<file path="config.mk">
export PLATFORM = sky130hd
export DESIGN_NAME = div_unit_flat
export DESIGN_NICKNAME = d
export VERILOG_FILES = /design/src/rtl/div_unit_if.sv /design/src/rtl/div_unit.sv /design/src/flat_wrapper.sv
export SDC_FILE = /design/constraint.sdc
export NUM_CORES = 1
export LEC_CHECK = 0
export CAP_MARGIN = 20
export CORE_MARGIN = 5
export CORE_UTILIZATION = 50
export CTS_CLUSTER_DIAMETER = 30
export CTS_CLUSTER_SIZE = 16
export DETAILED_ROUTE_END_ITERATION = 8
export GPL_TIMING_DRIVEN = 0
export PLACE_DENSITY = 0.75
export SLEW_MARGIN = 20
export SYNTH_ARGS = -nofsm -noshare
export SYNTH_HDL_FRONTEND = slang
export SYNTH_SLANG_ARGS = --single-unit
</file>
<file path="constraint.sdc">
create_clock -name clk -period 6.82 [get_ports clk]
set_input_delay 0.682 -clock clk [delete_from_list [all_inputs] [get_ports clk]]
set_output_delay 0.682 -clock clk [all_outputs]
set_load 0.005 [all_outputs]
</file>
<file path="src/rtl/div_unit_if.sv">
`default_nettype none
// ============================================================================
//  Module      : div_unit_if
//  Description : Request/response bundle between execute-stage control and
//                the iterative divider. Control drives the master side.
//  Revision    : 1.0 - initial release
// ============================================================================
interface div_unit_if #(
    parameter int WIDTH = 32
);
    logic             start;
    logic [1:0]       op;
    logic [WIDTH-1:0] a;
    logic [WIDTH-1:0] b;
    logic             busy;
    logic             done;
    logic [WIDTH-1:0] result;

    modport master (
        output start, op, a, b,
        input  busy, done, result
    );

    modport slave (
        input  start, op, a, b,
        output busy, done, result
    );
endinterface
`default_nettype wire

</file>
<file path="src/rtl/div_unit.sv">
`default_nettype none
// ============================================================================
//  Module      : div_unit
//  Description : Iterative restoring divider for RV32M DIV/DIVU/REM/REMU.
//                One quotient bit per cycle on magnitudes, sign fix-up and
//                divide-by-zero handling in a final FIX cycle.
//                Optional macro DIV_ZERO_SHORTCUT_EN: a zero divisor skips
//                the iteration phase (results are identical either way).
//  Revision    : 1.0 - initial release
// ============================================================================
module div_unit #(
    parameter int WIDTH = 32
) (
    input  logic       clk,
    input  logic       rst_n,
    div_unit_if.slave  bus
);

    localparam int CNT_W = (WIDTH > 1) ? $clog2(WIDTH) : 1;

    localparam logic [1:0] c_idle = 2'd0;
    localparam logic [1:0] c_calc = 2'd1;
    localparam logic [1:0] c_fix  = 2'd2;
    localparam logic [1:0] c_done = 2'd3;

    localparam logic [CNT_W-1:0] c_last_step = CNT_W'(WIDTH - 1);

    logic [1:0]       r_state;
    logic [1:0]       r_op;
    logic             r_sign_a;
    logic             r_sign_b;
    logic             r_div_zero;
    logic [WIDTH-1:0] r_a_raw;     // original dividend, returned as REM/REMU by zero
    logic [WIDTH-1:0] r_dvs;       // divisor magnitude
    logic [WIDTH-1:0] r_dq;        // dividend shifts out the top, quotient shifts in the bottom
    logic [WIDTH-1:0] r_rem;
    logic [CNT_W-1:0] r_cnt;
    logic [WIDTH-1:0] r_result;

    logic             w_accept;
    logic             w_signed_in;
    logic [WIDTH-1:0] w_a_abs;
    logic [WIDTH-1:0] w_b_abs;
    logic [WIDTH:0]   w_rem_sh;
    logic             w_ge;
    logic [WIDTH-1:0] w_rem_next;
    logic             w_signed_op;
    logic [WIDTH-1:0] w_quo_s;
    logic [WIDTH-1:0] w_rem_s;
    logic [WIDTH-1:0] w_fix_result;

    // DONE accepts a new request exactly like IDLE
    assign w_accept    = bus.start && ((r_state == c_idle) || (r_state == c_done));
    assign w_signed_in = ~bus.op[0];
    assign w_a_abs     = (w_signed_in && bus.a[WIDTH-1]) ? (~bus.a + 1'b1) : bus.a;
    assign w_b_abs     = (w_signed_in && bus.b[WIDTH-1]) ? (~bus.b + 1'b1) : bus.b;

    // The shifted partial remainder keeps its carry-out bit so the compare
    // stays exact for divisors with the MSB set. When the subtract is taken
    // the true difference is below the divisor, so WIDTH bits suffice.
    assign w_rem_sh   = {r_rem, r_dq[WIDTH-1]};
    assign w_ge       = (w_rem_sh >= {1'b0, r_dvs});
    assign w_rem_next = w_ge ? (w_rem_sh[WIDTH-1:0] - r_dvs) : w_rem_sh[WIDTH-1:0];

    // Sign correction and divide-by-zero selection for the FIX cycle.
    // Overflow (most-negative / -1) falls out of the magnitude path unaided.
    assign w_signed_op = ~r_op[0];
    assign w_quo_s     = (w_signed_op && (r_sign_a ^ r_sign_b)) ? (~r_dq + 1'b1) : r_dq;
    assign w_rem_s     = (w_signed_op && r_sign_a) ? (~r_rem + 1'b1) : r_rem;

    // Pick quotient or remainder; a zero divisor overrides the arithmetic
    always_comb begin
        w_fix_result = '0;
        if (r_div_zero) begin
            w_fix_result = r_op[1] ? r_a_raw : '1;
        end else begin
            w_fix_result = r_op[1] ? w_rem_s : w_quo_s;
        end
    end

    // Control FSM and iteration datapath
    always_ff @(posedge clk or negedge rst_n) begin
        if (!rst_n) begin
            r_state    <= c_idle;
            r_op       <= '0;
            r_sign_a   <= 1'b0;
            r_sign_b   <= 1'b0;
            r_div_zero <= 1'b0;
            r_a_raw    <= '0;
            r_dvs      <= '0;
            r_dq       <= '0;
            r_rem      <= '0;
            r_cnt      <= '0;
            r_result   <= '0;
        end else if (w_accept) begin
            r_op       <= bus.op;
            r_sign_a   <= bus.a[WIDTH-1];
            r_sign_b   <= bus.b[WIDTH-1];
            r_div_zero <= (bus.b == '0);
            r_a_raw    <= bus.a;
            r_dvs      <= w_b_abs;
            r_dq       <= w_a_abs;
            r_rem      <= '0;
            r_cnt      <= '0;
`ifdef DIV_ZERO_SHORTCUT_EN
            r_state    <= (bus.b == '0) ? c_fix : c_calc;
`else
            r_state    <= c_calc;
`endif
        end else begin
            case (r_state)
                c_calc: begin
                    r_rem <= w_rem_next;
                    r_dq  <= {r_dq[WIDTH-2:0], w_ge};
                    r_cnt <= r_cnt + 1'b1;
                    if (r_cnt == c_last_step) begin
                        r_state <= c_fix;
                    end
                end
                c_fix: begin
                    r_result <= w_fix_result;
                    r_state  <= c_done;
                end
                c_done: begin
                    r_state <= c_idle;
                end
                default: begin
                    r_state <= c_idle;
                end
            endcase
        end
    end

    assign bus.busy   = (r_state == c_calc) || (r_state == c_fix);
    assign bus.done   = (r_state == c_done);
    assign bus.result = r_result;

endmodule
`default_nettype wire

</file>
<file path="src/flat_wrapper.sv">
// flat-port wrapper written by rule: the top's interface ports become plain ports
module div_unit_flat 
#(
    parameter int WIDTH = 32
)
  (clk, rst_n, bus_start, bus_op, bus_a, bus_b, bus_busy, bus_done, bus_result);
  div_unit_if #(.WIDTH(WIDTH)) bus_i ();
  input  logic clk;
  input  logic rst_n;
  input wire logic [$bits(bus_i.start)-1:0] bus_start;
  input wire logic [$bits(bus_i.op)-1:0] bus_op;
  input wire logic [$bits(bus_i.a)-1:0] bus_a;
  input wire logic [$bits(bus_i.b)-1:0] bus_b;
  output wire logic [$bits(bus_i.busy)-1:0] bus_busy;
  output wire logic [$bits(bus_i.done)-1:0] bus_done;
  output wire logic [$bits(bus_i.result)-1:0] bus_result;
  assign bus_i.start = bus_start;
  assign bus_i.op = bus_op;
  assign bus_i.a = bus_a;
  assign bus_i.b = bus_b;
  assign bus_busy = bus_i.busy;
  assign bus_done = bus_i.done;
  assign bus_result = bus_i.result;
  div_unit #(.WIDTH(WIDTH)) u_core (.clk(clk), .rst_n(rst_n), .bus(bus_i));
endmodule
</file>
* After elaboration in Yosys (flattened, before gate mapping)
Cells that the tools add are included.
** Storage, ports and cells
- Register bits after elaboration :: 172
- Output and inout port bits :: 34
- Logic and storage cells :: 59
- Input port bits :: 69
** Cells by class
- Mux-type cells :: 17
- Bitwise gates (word level) :: 8
- Add/sub/neg operators :: 6
- Reduce and logical (&&, ||, !) cells :: 11
- Equality and inequality tests :: 5
- Order comparisons :: 1
** Operators with widths (count)
- two-way mux 32 bit :: 12
- adder 32 x 1 -> 32 bit, second input constant :: 4
- inverter 32 bit :: 4
- greater-or-equal comparator 33 x 32 -> 1 bit :: 1
- zero test 32 bit :: 1
- subtractor 32 bit :: 1
- two-way mux 5 bit :: 2
- adder 5 x 1 -> 5 bit, second input constant :: 1
- == test 5 bit, second input constant :: 1
- logical AND 1 bit :: 5
- == test 2 bit, second input constant :: 2
- two-way mux 2 bit :: 2
- case mux 2 bit (2 select lines) :: 1
- inequality test 3 x 1 -> 1 bit, second input constant :: 1
- inverter 1 bit :: 3
- == test 2 x 1 -> 1 bit, second input constant :: 1
- zero test 2 bit :: 1
- logical OR 1 bit :: 2
- AND reduction 2 bit :: 1
- nonzero test 2 bit :: 1
- bitwise XOR 1 bit :: 1

* Logic depth before layout (Yosys ltp)
Gate-level depths: netlist of the first run.
- Word-level depth :: 5
- Mapped depth :: 14
- Mapped depth without buffers :: 12

* Least setup slack after synthesis of the first run
OpenSTA, ideal clock, no wires.
- Kind :: input to register
- From :: in bus_a[20]
- To :: reg u_core.r_dq[29]
- Slack :: 3.928 ns
- Data arrival time :: 2.765 ns
- Setup time :: 0.127 ns
- Buffers on the path :: 0
- Stages on the path :: 7
- Required time :: 6.693 ns
- Cells stage by stage :: or4_4 or3_4 or4_4 or3_4 o31ai_4 xor2_1 a21oi_1
** Between the ends
- Cells in the longest elaborated chain, start to end :: 4
** RTL lines
- start: declaration :: RTL line flat_wrapper.sv:12 : input wire logic [$bits(bus_i.a)-1:0] bus_a;
- inverter 32 bit :: RTL line div_unit.sv:55 : assign w_a_abs = (w_signed_in && bus.a[WIDTH-1]) ? (~bus.a + 1'b1) : bus.a;
- adder 32 x 1 -> 32 bit :: RTL line div_unit.sv:55
- two-way mux 32 bit :: RTL line div_unit.sv:55
- two-way mux 32 bit :: RTL line div_unit.sv:95 : end else if (w_accept) begin
- end signal: assignment :: RTL line div_unit.sv:102 : r_dq <= w_a_abs;
- end signal: assignment :: RTL line div_unit.sv:114 : r_dq <= {r_dq[WIDTH-2:0], w_ge};
- end: declaration :: RTL line div_unit.sv:35 : logic [WIDTH-1:0] r_dq;
Every way passes these cells.
A chain may end at the register's enable or synchronous reset.

* Worst setup path after layout of the first run
- From :: reg u_core.r_rem[21]
- To :: reg u_core.r_rem[13]
** Between the ends
- Cells in the longest elaborated chain, start to end :: 4
** RTL lines
- start: declaration :: RTL line div_unit.sv:36 : logic [WIDTH-1:0] r_rem;
- start signal: assignment :: RTL line div_unit.sv:113 : r_rem <= w_rem_next;
- greater-or-equal comparator 33 x 32 -> 1 bit :: RTL line div_unit.sv:62 : assign w_ge = (w_rem_sh >= {1'b0, r_dvs});
- two-way mux 32 bit :: RTL line div_unit.sv:63 : assign w_rem_next = w_ge ? (w_rem_sh[WIDTH-1:0] - r_dvs) : w_rem_sh[WIDTH-1:0];
- two-way mux 32 bit :: RTL line div_unit.sv:111 : case (r_state)
- two-way mux 32 bit :: RTL line div_unit.sv:95
Every way passes these cells. The select of a mux whose other input is x is not followed.

==> flow_metrics.env, run 1 <==
export IMPL_grt_pass1_wl_um=56400
export IMPL_synth_area_per_cell_um2=8.22
export IMPL_wl_um=35300
export IMPL_hpwl_um=27100
export IMPL_drive_gt1_frac=0.0439
export IMPL_syn_num_nets=1572
export IMPL_cp_top_family="compound AO/OA/AOI/OAI gates"
export IMPL_track_usage=0.262
export IMPL_clockBufferDepth=2
export IMPL_crit_required_ns=7.16
export IMPL_fin_total_pwr_uw=7870
export IMPL_synth_seq_cells=171
export IMPL_place_port_buffers=102
export IMPL_fin_ws_ns=3.12
export IMPL_rsz0062_at_grt="false"
export IMPL_outcome="complete, no violations"
export IMPL_finalCriticalPeriod_ns=3.70
export IMPL_synth_flop_cell="dfrtp_1"
export IMPL_synthTopCellsByArea="dfrtp_1, nand2_1, xnor2_1"
export IMPL_remaining_drc_errors=0
export IMPL_chipHeight_um=165
export IMPL_num_antenna_cells=0
export IMPL_drtPass1Iterations=6
export IMPL_p_leak_uw=0.00594
export IMPL_cts_buffers=17
export IMPL_clock_sinks=171
export IMPL_initial_utilization=0.510
export IMPL_fmax_mhz=270
export IMPL_drv_slew=0
export IMPL_postCtsSetupBuffers=0
export IMPL_cp_data_arrival_time_ns=4.04
export IMPL_final_antenna_net_count=0
export IMPL_synth_top_area_frac=0.356
export IMPL_cellPowerDensity_nw_per_um2=559
export IMPL_grt_max_degree=100
export IMPL_cts_resized=0
export IMPL_fin_crit_sh=0.543
export IMPL_pre_cts_ws_ns=3.23
export IMPL_antenna_found_initial=0
export IMPL_setup_tns_ns=0
export IMPL_cts_root_buf="clkbuf_16"
export IMPL_synth_cell_type_count=70
export IMPL_viasPerCell=5.89
export IMPL_slowest_delay_ns=0.73
export IMPL_rows=56
export IMPL_area_growth_synth_to_final_pct=17.2
export IMPL_hold_viol=0
export IMPL_start_kind="flip-flop"
export IMPL_grt_pass1_vias=10800
export IMPL_place_gp_congestion=0.919
export IMPL_hp_class="in2async"
export IMPL_synth_enable_flop_cells=0
export IMPL_setup_violations=0
export IMPL_num_vias=11300
export IMPL_avgRoutedWirePerCell_um=18.5
export IMPL_critPathSlowestCell="a211oi_1"
export IMPL_core_um2=23500
export IMPL_ir_worst_vdd_mv=0.210
export IMPL_syn_cell_area_um2=12000
export IMPL_ios=103
export IMPL_crit_fanout=10
export IMPL_skew_ns=0.0141
export IMPL_cp_num_buf_inv=3
export IMPL_maxSlewHeadroom=0.424
export IMPL_path_clk_slew_ns=0.07
export IMPL_fin_hold_ws_ns=0.212
export IMPL_cp_end_kind="flip-flop"
export IMPL_drt_initial_drc_count=1183
export IMPL_cts_hold_buffers=0
export IMPL_cts_tree="built"
export IMPL_final_nets=1694
export IMPL_worstMarginPinSlew_ns=0.859
export IMPL_htree_levels=4
export IMPL_synth_async_reset_ratio=1.00
export IMPL_synth_seq_area_share=0.356
export IMPL_synth_largest_area_cell="dfrtp_1"
export IMPL_yosysWarnings=0
export IMPL_die_area_um2=27200
export IMPL_synth_cells=1461
export IMPL_critical_path_class="reg2reg"
export IMPL_die_x_um=165
export IMPL_clk_latency_ns=0.44
export IMPL_crit_chain="ha_1 -> clkbuf_1 -> and3_1 -> and3_1 -> nand2_1 -> o21ai_0 -> a211oi_1 -> and2_1 -> buf_2 -> buf_1 -> nand2_1 -> a31oi_1"
export IMPL_cap_violations=0
export IMPL_overflow=0
through the flow:
step / std cells / util / area (µm²)
3_5_place_dp: 1883 / 0.572 / 13500
2_1_floorplan: 1461 / - / 12000
4_1_cts: 1914 / 0.598 / 14100
5_1_grt: 1914 / 0.598 / 14100
3_3_place_gp: 1882 / 0.570 / 13400
6_report: 1914 / 0.598 / 14100
cell usage after synthesis, types with 18 or more instances:
cell type and instances:
a21oi_1 84, a31oi_1 34, clkbuf_1 61, dfrtp_1 171
ha_1 41, inv_1 64, mux2i_1 43, nand2_1 269
nor2_1 78, nor3_1 18, o21ai_0 156, o31ai_1 23
or3_1 18, xnor2_1 93, xor2_1 54
cell families after synthesis:
kind of cell             Yosys count  synth area share
multiplexers                      46            0.0387
XOR/XNOR                         147             0.107
AND/OR/NAND/NOR                  494             0.190
AO/OA/AOI/OAI                    415             0.214
flip-flops                       171             0.356
adder cells (fa/ha/maj)           42            0.0444
buffers and inverters            146            0.0494
worst paths after layout:
path                                                start                                to  slack [ns]  depth (start not counted)
max reg2reg                  u_core.r_rem[21]$_DFFE_PN0P_      u_core.r_rem[13]$_DFFE_PN0P_        3.12                         12
min in group clk           u_core.r_a_raw[16]$_DFFE_PN0P_    u_core.r_a_raw[16]$_DFFE_PN0P_        0.48                          2
max                          u_core.r_rem[21]$_DFFE_PN0P_      u_core.r_rem[13]$_DFFE_PN0P_        3.12                         12
min reg2reg                u_core.r_a_raw[16]$_DFFE_PN0P_    u_core.r_a_raw[16]$_DFFE_PN0P_        0.48                          2
max in group asynchronous                           rst_n      u_core.r_dvs[30]$_DFFE_PN0P_        5.73                          2
min                                                 rst_n  u_core.bus.result[4]$_DFFE_PN0P_        0.21                          1
layout make-up:
cell class / instances / area (µm²)
Buffer: 81 / 349
Clock buffer: 22 / 494
Clock inverter: 9 / 113
Fill cell: 2156 / 9480
Inverter: 65 / 244
Multi-Input combinational cell: 1144 / 7140
Sequential cell: 171 / 4280
Tap cell: 319 / 399
Timing Repair Buffer: 103 / 1050
flip-flops by register name, indices dropped and copies added (netlist names):
register           flops
u_core.r_cnt           5
u_core.r_div_zero      1
u_core.r_dq           32
u_core.r_a_raw        32
u_core.r_state         2
u_core.r_op            2
u_core.r_sign_b        1
u_core.bus.result     32
u_core.r_dvs          32
u_core.r_rem          32
per-layer routing:
layer	up-vias	global-route usage	share of wire
met5	-	0	0
met4	0	0.0945	0.028
met3	78	0.0389	0.077
met2	507	0.431	0.47
met1	5269	0.354	0.43
li1	5411	-	-
cells in the final DEF (no fill, tap or decap), drive strengths merged, types with 4 or more instances in the layout:
| cell type | Yosys | layout |
|---|---|---|
| nor4 | 13 | 13 |
| nor3 | 18 | 18 |
| a31oi | 34 | 34 |
| o22ai | 12 | 12 |
| or3 | 21 | 21 |
| o21ai | 157 | 157 |
| clkinv | 1 | 7 |
| o211ai | 5 | 5 |
| ha | 41 | 41 |
| o21a | 6 | 6 |
| or4 | 12 | 12 |
| mux2i | 43 | 43 |
| buf | 18 | 20 |
| a21oi | 84 | 84 |
| a211oi | 17 | 17 |
| o2bb2ai | 5 | 5 |
| clkdlybuf4s50 | 0 | 101 |
| dfrtp | 171 | 171 |
| clkbuf | 63 | 85 |
| o221ai | 8 | 8 |
| and2 | 8 | 8 |
| nand2b | 8 | 8 |
| and3 | 6 | 6 |
| nor2b | 13 | 13 |
| inv | 64 | 64 |
| a221oi | 12 | 12 |
| xor2 | 54 | 54 |
| o31ai | 25 | 25 |
| nand3 | 17 | 17 |
| o41ai | 11 | 11 |
| nand3b | 4 | 4 |
| nand4 | 10 | 10 |
| nand2 | 269 | 269 |
| nor2 | 78 | 78 |
| xnor2 | 93 | 93 |
| a21o | 17 | 17 |
power by group:
part           switching, µW  internal (µW)
logic                   2900           1960
registers                501           1510
clock network            411            587
(Power assumes the default switching activity.)
==> inputs of run 2 (changes only) <==
clock period = 3.57 ns   (was 6.82 ns; I/O delays follow)
==> run 2 against run 1 <==
Net effect:
- die area is the same
- critical path type unchanged
- design area increased by 0.29%
- global-route usage is essentially flat
- highest routed layer unchanged
- sequential power increased by 91%
==> flow_metrics.env, run 2 (synthesis results as in run 1) <==
export IMPL_outcome="complete, no violations"
export IMPL_critical_path_class="reg2reg"
export IMPL_skew_ns=0.0116
export IMPL_cap_violations=0
export IMPL_p_leak_uw=0.00595
export IMPL_grt_pass1_vias=10800
export IMPL_p_seq_frac=0.254
export IMPL_wl_um=35400
export IMPL_num_antenna_cells=0
export IMPL_holdCritStartpoint="u_core.r_dvs[18]$_DFFE_PN0P_"
export IMPL_p_sw_uw=7290
export IMPL_clockBufferDepth=2
export IMPL_maxSlewHeadroom=0.409
export IMPL_initial_utilization=0.510
export IMPL_ios=103
export IMPL_place_gp_congestion=0.919
export IMPL_final_antenna_net_count=0
export IMPL_drt_initial_drc_count=1199
export IMPL_ir_worst_vdd_mv=0.393
export IMPL_rows=56
export IMPL_mostFrequentLayoutCells="nand2_1, dfrtp_1, o21ai_0"
export IMPL_fin_util=0.599
export IMPL_cts_buffers=17
export IMPL_cellPowerDensity_nw_per_um2=1070
export IMPL_r2r_end="u_core.r_rem[24]$_DFFE_PN0P_"
export IMPL_finalCriticalPeriod_ns=3.36
export IMPL_r2r_start="u_core.r_dq[31]$_DFFE_PN0P_"
export IMPL_path_clk_slew_ns=0.07
export IMPL_cts_tree="built"
export IMPL_final_common_cell="nand2_1"
export IMPL_clk_latency_ns=0.44
export IMPL_antenna_found_initial=0
export IMPL_comb_power_share=0.620
export IMPL_slowest_delay_ns=0.50
export IMPL_grt_pass1_wl_um=56400
export IMPL_fmax_mhz=298
export IMPL_cp_end_kind="flip-flop"
export IMPL_setup_violations=0
export IMPL_postCtsSetupBuffers=0
export IMPL_num_vias=11200
export IMPL_core_um2=23500
export IMPL_start_kind="flip-flop"
export IMPL_fillCellCount=2148
export IMPL_hold_viol=0
export IMPL_remaining_drc_errors=0
export IMPL_fin_crit_sh=0.941
export IMPL_overflow=0
export IMPL_place_port_buffers=102
export IMPL_switching_share=0.484
export IMPL_chipHeight_um=165
export IMPL_hold_path_cell_count=2
export IMPL_worstMarginPinSlew_ns=0.887
export IMPL_cp_num_buf_inv=2
export IMPL_intPower_uw=7780
export IMPL_cts_root_buf="clkbuf_16"
export IMPL_die_area_um2=27200
export IMPL_critPathSlowestCell="dfrtp_1"
export IMPL_reg2reg_depth=12
export IMPL_clockPowerShare=0.126
export IMPL_viasPerCell=5.86
export IMPL_track_usage=0.263
export IMPL_r2r_slack_ns=0.21
export IMPL_area_growth_synth_to_final_pct=17.5
export IMPL_drv_slew=0
export IMPL_fin_hold_ws_ns=0.479
export IMPL_clock_sinks=171
export IMPL_cp_data_arrival_time_ns=3.64
export IMPL_htree_levels=4
export IMPL_crit_chain="inv_1 -> ha_1 -> inv_1 -> fa_1 -> nand3_1 -> a21oi_1 -> o31ai_2 -> a21oi_1 -> a221o_1 -> mux2i_1 -> o41ai_2 -> a31oi_1"
export IMPL_drive_gt1_frac=0.0482
export IMPL_hpwl_um=27100
export IMPL_crit_required_ns=3.86
export IMPL_drtPass1Iterations=6
export IMPL_cp_top_family="compound AO/OA/AOI/OAI gates"
export IMPL_min_to="u_core.r_dvs[18]$_DFFE_PN0P_"
export IMPL_final_nets=1695
export IMPL_crit_fanout=6
export IMPL_grt_max_degree=100
export IMPL_rsz0062_at_grt="false"
export IMPL_die_x_um=165
export IMPL_hp_class="reg2reg"
export IMPL_avgRoutedWirePerCell_um=18.5
[run 2: cell type report]
class | count | area [µm²] | area share
inverter | 65 | 244 | 0.0173
clock buffer | 22 | 494 | 0.0350
buffer | 81 | 350 | 0.0248
multi-input combinational | 1144 | 7170 | 0.508
clock inverter | 9 | 113 | 0.00798
sequential | 171 | 4280 | 0.303
timing repair buffer | 104 | 1060 | 0.0754
tap | 319 | 399 | 0.0283
[run 2: worst reg2reg max path: cells and delay by family, from the launching register on]
kind	cells	cell delay, ns
buffers and inverters	2	0.17
AO/OA/AOI/OAI	6	1.67
AND/OR/NAND/NOR	1	0.13
flip-flops	1	0.50
adder cells (fa/ha/maj)	2	0.57
multiplexers	1	0.18
[run 2: power by group through the flow]
stage	combinational [µW]	clock (µW)	sequential (µW)
final	9340	1900	3830
after global routing	10400	2000	3940
after CTS	9210	1920	3800
after detailed placement	9110	0	3830
after global placement	8930	0	3790
after floorplan	6610	0	3540
[run 2: routing by layer]
metal,vias up,GRT usage,part of all wire
li1,5410,-,-
met1,5264,0.354,0.43
met2,471,0.430,0.47
met3,73,0.0392,0.076
met4,0,0.0960,0.028
met5,-,0,0
[run 2: worst max-delay path by stage]
stage                            startpoint                      endpoint  slack [ns]  cells past startpoint
4_1_cts        u_core.r_rem[24]$_DFFE_PN0P_  u_core.r_rem[26]$_DFFE_PN0P_        0.12                     11
5_1_grt         u_core.r_dq[31]$_DFFE_PN0P_  u_core.r_rem[24]$_DFFE_PN0P_       0.001                     12
3_5_place_dp   u_core.r_rem[21]$_DFFE_PN0P_  u_core.r_rem[31]$_DFFE_PN0P_       -0.02                     10
3_3_place_gp                          rst_n  u_core.r_dvs[25]$_DFFE_PN0P_       -4.87                      1
2_1_floorplan   u_core.r_dq[31]$_DFFE_PN0P_  u_core.r_rem[24]$_DFFE_PN0P_        0.74                     12
6_report        u_core.r_dq[31]$_DFFE_PN0P_  u_core.r_rem[24]$_DFFE_PN0P_        0.21                     12
[run 2: timing repair]
item	4_1_cts	5_1_grt
gates resized for setup	2	5
hold buffers	1	0
endpoints found under the hold margin	72	0
endpoints found under the setup margin	21	25
[run 2: metrics by stage]
step	setup slack [ns]	power, µW	std cells	area (µm²)	setup TNS [ns]
2_1_floorplan	0.743	10200	1461	12000	0
3_3_place_gp	-4.87	12700	1882	13400	-829.48
3_5_place_dp	-0.0214	12900	1883	13500	-0.117
4_1_cts	0.125	14900	1915	14100	0
5_1_grt	0.00126	16300	1915	14100	0
6_report	0.212	15100	1915	14100	0
